### src/rtl/pix_stream_pkg.sv
// pix_stream_pkg: shared state encoding, pixel width and frame sizing helper
// for the pixel stream reader.
package pix_stream_pkg;

   localparam int PIX_W = 8;

   typedef enum logic [2:0] {
      IDLE  = 3'd0,
      RD_R  = 3'd1,
      RD_G  = 3'd2,
      RD_B  = 3'd3,
      CAP_B = 3'd4,
      OUT   = 3'd5
   } pix_state_e;

   // Bytes in one interleaved RGB frame; 2**ADDR_W must be at least this.
   function automatic int frame_bytes(input int w, input int h);
      return w * h * 3;
   endfunction

endpackage

### src/rtl/pix_xy_counter.sv
// pix_xy_counter: raster position counter for the pixel stream reader.
// Produces unqualified start-of-line / end-of-line / end-of-frame decodes;
// the caller gates them with its valid.
module pix_xy_counter #(
   parameter int WIDTH  = 512,
   parameter int HEIGHT = 512
) (
   input  logic clk,
   input  logic rst_n,
   input  logic clr,
   input  logic adv,
   output logic sol,
   output logic eol,
   output logic eof
);

   localparam int XW = (WIDTH  > 1) ? $clog2(WIDTH)  : 1;
   localparam int YW = (HEIGHT > 1) ? $clog2(HEIGHT) : 1;

   logic [XW-1:0] x;
   logic [YW-1:0] y;

   assign sol = (x == '0);
   assign eol = (x == XW'(WIDTH - 1));
   assign eof = eol && (y == YW'(HEIGHT - 1));

   // x runs across the line, wrapping into y; y saturates at the last line
   always_ff @(posedge clk or negedge rst_n) begin
      if (!rst_n) begin
         x <= '0;
         y <= '0;
      end else if (clr) begin
         x <= '0;
         y <= '0;
      end else if (adv) begin
         if (eol) begin
            x <= '0;
            if (y != YW'(HEIGHT - 1)) y <= y + 1'b1;
         end else begin
            x <= x + 1'b1;
         end
      end
   end

endmodule

### src/rtl/pixel_stream_reader.sv
// pixel_stream_reader: reads interleaved R,G,B bytes from a byte-wide
// synchronous memory (1-cycle read latency) and presents one RGB pixel per
// valid/ready handshake with sol/eol/eof flags.
// Optional: define PIX_STREAM_CKSUM_EN to add a 16-bit running checksum port.
module pixel_stream_reader
   import pix_stream_pkg::*;
#(
   parameter int WIDTH  = 512,
   parameter int HEIGHT = 512,
   parameter int ADDR_W = 20
) (
   input  logic              clk,
   input  logic              rst,
   input  logic              start,
   output logic              busy,
   output logic              done,
   output logic              mem_rd,
   output logic [ADDR_W-1:0] mem_addr,
   input  logic [PIX_W-1:0]  mem_rdata,
   output logic              pix_valid,
   input  logic              pix_ready,
   output logic [PIX_W-1:0]  pix_r,
   output logic [PIX_W-1:0]  pix_g,
   output logic [PIX_W-1:0]  pix_b,
   output logic              pix_sol,
   output logic              pix_eol,
   output logic              pix_eof
`ifdef PIX_STREAM_CKSUM_EN
  ,output logic [15:0]       cksum
`endif
);

   pix_state_e        state_q;
   logic [ADDR_W-1:0] base_q;
   logic              start_ok;
   logic              hs;
   logic              sol_raw, eol_raw, eof_raw;

   // done is part of busy so a start landing on the done cycle is dropped
   assign busy      = (state_q != IDLE) || done;
   assign start_ok  = start && !busy;
   assign pix_valid = (state_q == OUT);
   assign hs        = pix_valid && pix_ready;
   assign mem_rd    = (state_q == RD_R) || (state_q == RD_G) || (state_q == RD_B);
   assign pix_sol   = pix_valid && sol_raw;
   assign pix_eol   = pix_valid && eol_raw;
   assign pix_eof   = pix_valid && eof_raw;

   pix_xy_counter #(
      .WIDTH  (WIDTH),
      .HEIGHT (HEIGHT)
   ) u_xy (
      .clk   (clk),
      .rst_n (rst),
      .clr   (start_ok),
      .adv   (hs),
      .sol   (sol_raw),
      .eol   (eol_raw),
      .eof   (eof_raw)
   );

   // Read sequencer: address is registered so it holds between bursts;
   // each byte is captured the cycle after its read strobe.
   always_ff @(posedge clk or negedge rst) begin
      if (!rst) begin
         state_q  <= IDLE;
         base_q   <= '0;
         mem_addr <= '0;
         pix_r    <= '0;
         pix_g    <= '0;
         pix_b    <= '0;
         done     <= 1'b0;
      end else begin
         done <= 1'b0;
         case (state_q)
            IDLE: begin
               if (start_ok) begin
                  base_q   <= '0;
                  mem_addr <= '0;
                  state_q  <= RD_R;
               end
            end
            RD_R: begin
               mem_addr <= base_q + ADDR_W'(1);
               state_q  <= RD_G;
            end
            RD_G: begin
               pix_r    <= mem_rdata;
               mem_addr <= base_q + ADDR_W'(2);
               state_q  <= RD_B;
            end
            RD_B: begin
               pix_g   <= mem_rdata;
               state_q <= CAP_B;
            end
            CAP_B: begin
               pix_b   <= mem_rdata;
               state_q <= OUT;
            end
            OUT: begin
               if (pix_ready) begin
                  if (eof_raw) begin
                     done    <= 1'b1;
                     state_q <= IDLE;
                  end else begin
                     base_q   <= base_q + ADDR_W'(3);
                     mem_addr <= base_q + ADDR_W'(3);
                     state_q  <= RD_R;
                  end
               end
            end
            default: state_q <= IDLE;
         endcase
      end
   end

`ifdef PIX_STREAM_CKSUM_EN
   // Running sum of every handshaken pixel, restarted by an accepted start
   always_ff @(posedge clk or negedge rst) begin
      if (!rst)          cksum <= '0;
      else if (start_ok) cksum <= '0;
      else if (hs)       cksum <= cksum + 16'(pix_r) + 16'(pix_g) + 16'(pix_b);
   end
`endif

endmodule

### config.mk
export PLATFORM = sky130hd
export DESIGN_NAME = pixel_stream_reader
export DESIGN_NICKNAME = d
export VERILOG_FILES = /design/src/rtl/pix_stream_pkg.sv /design/src/rtl/pix_xy_counter.sv /design/src/rtl/pixel_stream_reader.sv
export SDC_FILE = /design/constraint.sdc
export NUM_CORES = 1
export LEC_CHECK = 0
export CAP_MARGIN = 0
export CORE_UTILIZATION = 45
export CTS_BUF_LIST = sky130_fd_sc_hd__clkbuf_8
export CTS_CLUSTER_DIAMETER = 80
export CTS_CLUSTER_SIZE = 20
export DETAILED_ROUTE_END_ITERATION = 16
export GPL_TIMING_DRIVEN = 1
export PLACE_DENSITY = 0.74
export SYNTH_ARGS = -nofsm -noshare
export SYNTH_HDL_FRONTEND = slang
export SYNTH_SLANG_ARGS = --single-unit
### constraint.sdc
create_clock -name clk -period 4.2 [get_ports clk]
set_clock_uncertainty 0.05 [all_clocks]
set_input_delay 0.42 -clock clk [delete_from_list [all_inputs] [get_ports clk]]
set_output_delay 0.42 -clock clk [all_outputs]
set_load 0.05 [all_outputs]
==> results.md <==
- Status: finished clean
- Horiz. Die Dim: 105 µm
- Number of setup buffers added after CTS: 0
- CP Max Fanout: 13
- Gate Count Post-Synth: 535
- Residual DRC: 0
- Syn Area/Cell: 8.97 µm²
- Tcrit/Tclk final: 0.872
- Longest Clk Path Bufs: 2
- Gr ovfl total: 0
- Vias in the first global route: 4133
- Seq/Total Area, Yosys: 0.449
- DRT Pass-1 Iters: 5
- Post-DP HPWL: 9200 µm
- Crit path arrival time: 3190 ps
- Post-DP Area: 5490 µm²
- Leak: 2.41 nW
- Nets: 603
- Tmin final: 3660 ps
- R2R Path Start: u_xy.x[1]$_DFFE_PN0P_
- Antenna-violating nets left: 0
- Most frequent cells in the layout: dfrtp_1, nand2_1, clkdlybuf4s50_1
- Routed WL: 13400 µm
- Global Route Usage Sum: 0.248
- CP Capture Point: pix_eof
- HP Class: in2async
- Syn Nets: 556
- Die area: 11100 µm²
- Placer Congestion: 0.945
- Cts hold-fix bufs: 0
- Largest net degree at the start of global routing: 87
- Layout cells sized above 1: 0.0971
- Endpoints failing hold: 0
- Fillers: 936
- PwrDens: 622 nW/µm²
- Total core area: 10300 µm²
- Sum Neg Setup Slack: 0 ps
- RSZ-0062 raised after global routing: false
- Ports: 63
- Cell Count, Final, Fillers Out: 723
- Clock slew at reported path FFs: 100 ps
- Peak supply drop: 466 µV
- CP required: 3730 ps
- Max-capacitance violation count: 0
- Buffers on Ports: 62
- Post-synth EDFFs: 0
- Synth cell types: 66
- Post-route cell area: 5710 µm²
- Num CTS Buffers: 9
- Antenna violations before repair: 0
- Fmax: 0.273 GHz
- Synthesized area: 4800 µm²
- CTS HTree Levels: 3
- Antenna Cells: 0
- WL per Instance: 18.6 µm
- Met2 usage: 0.377
- Relative slew slack: 0.276
- Most common cell after layout, fill and taps aside: dfrtp_1
- Reg2Reg Setup Slack: 990 ps
- Crit end category: output port
- Synth Flop Type: dfrtp_1
- Post-Place Cells: 707
- M3 GR Usage: 0.0439
- Grt peak-use layer: met2
- Yosys synthesis warning count: 0
- Register bit total from synthesis: 86
- GR Layer Usage met1: 0.354
- Clock sink count: 86
- Reg2reg end: mem_addr[9]$_DFFE_PN0P_
- Final hold slack: 182 ps
- Startpoint Class: register
- First-pass GRT wire length: 21500 µm
- CP startpoint: u_xy.x[1]$_DFFE_PN0P_
- Row count: 37
- Clk Latency, worst-skew pair: 370 ps
- Final setup vio count: 0
- Vias per inst: 6.08
- Critical setup path kind: reg2out
- Root buf cell: clkbuf_8
- Slew Limit Fails: 0
- R2r worst-path depth: 11
- Via count: 4397
- FFs w/ async S/R, synth: 1.00
- CTS tree: done
- Number of DRC markers in iteration 0: 492
- Slew @ Worst Pin: 1090 ps
- CTS resizes: 0
- Initial Util: 0.465
- Die Y: 105 µm
- Layout area overhead: 19.0%
[worst min-delay path by stage]
stage | from | endpoint | slack (ps) | depth (start not counted)
4_1_cts | rst | base_q[15]$_DFFE_PN0P_ | 240 | 1
3_3_place_gp | pix_r[2]$_DFFE_PN0P_ | pix_r[2]$_DFFE_PN0P_ | 410 | 2
2_1_floorplan | rst | base_q[0]$_DFFE_PN0P_ | 70 | 0
6_report | rst | base_q[15]$_DFFE_PN0P_ | 180 | 1
3_5_place_dp | pix_r[1]$_DFFE_PN0P_ | pix_r[1]$_DFFE_PN0P_ | 420 | 2
5_1_grt | rst | base_q[15]$_DFFE_PN0P_ | 290 | 1
[through the flow]
step	setup WS, ps	utilization	power, mW
6_report	537	0.553	3.55
5_1_grt	342	0.553	3.72
4_1_cts	534	0.553	3.55
3_5_place_dp	940	0.532	2.89
3_3_place_gp	1010	0.532	2.85
2_1_floorplan	1670	-	2.30
[registers in the layout, summed over array words and instances, names as in the netlist]
register / count
mem_addr: 20
pix_g: 8
base_q: 20
done: 1
pix_r: 8
u_xy.x: 9
state_q: 3
pix_b: 8
u_xy.y: 9
[layout make-up]
type                       count  area [µm²]  area share
multi-input combinational    404        2450       0.428
sequential                    86        2150       0.377
timing repair buffer          70         678       0.119
tap                          136         170      0.0298
clock buffer                   9         124      0.0217
clock inverter                 7        97.6      0.0171
inverter                      11        41.3     0.00723
[where the power goes]
part           internal [mW]  switching, mW
Clock                  0.337          0.327
Sequential             0.988          0.161
Combinational          0.551           1.19
Total                   1.88           1.68
[per-layer routing]
layer  routed length (µm)  vias up
met5                    0        -
met2                 6140      191
li1                     -     2027
met3                  993       19
met4                  235        0
met1                 6040     2160
[cells in the mapped netlist (2+ instances only)]
cell type | count | area, µm²
and2_1 | 3 | 18.8
nand4_1 | 8 | 50.1
and4_1 | 3 | 26.3
o31ai_1 | 12 | 90.1
nor2_1 | 58 | 218
nor3b_1 | 2 | 15.0
a31oi_1 | 7 | 43.8
a21o_1 | 3 | 22.5
o22ai_1 | 6 | 37.5
xor2_1 | 9 | 78.8
mux2_2 | 17 | 191
a221oi_1 | 2 | 17.5
nand3_1 | 22 | 110
nand2_1 | 68 | 255
a22o_1 | 8 | 70.1
or2_2 | 5 | 31.3
and3_1 | 11 | 68.8
a22oi_1 | 4 | 30.0
buf_4 | 3 | 22.5
a32o_1 | 2 | 20.0
o41ai_1 | 2 | 17.5
o311ai_0 | 2 | 17.5
ha_1 | 9 | 113
o221ai_1 | 2 | 17.5
a21oi_1 | 40 | 200
nand3b_1 | 7 | 52.6
nor2b_1 | 4 | 25.0
inv_1 | 10 | 37.5
nor4_1 | 2 | 12.5
or3_1 | 4 | 25.0
dfrtp_1 | 86 | 2150
o21ai_0 | 31 | 155
xnor2_1 | 7 | 61.3
o211ai_1 | 5 | 37.5
clkbuf_1 | 15 | 56.3
a221o_1 | 3 | 30.0
buf_2 | 14 | 70.1
nor3_1 | 9 | 45.0
nand2b_1 | 3 | 18.8
[worst max-delay path, cell delays in order, from the launching register on]
cell             delay (ps)
dfrtp_1                 390
ha_1                    190
and3_1                  200
and3_1                  200
and3_1                  160
ha_1                    430
nand2_1                 250
nor2_1                  180
clkdlybuf4s50_1         820
[cell families (layout without fill, tap and decap cells)]
group | Yosys count | after routing | synth area share
buf+inv | 45 | 97 | 0.0415
flops | 86 | 86 | 0.449
xor+xnor | 16 | 16 | 0.0292
simple gates | 219 | 219 | 0.224
fa+ha+maj | 9 | 9 | 0.0235
compound gates | 142 | 142 | 0.191
mux | 18 | 18 | 0.0420
Note: power is estimated with default switching activity, not from simulation.
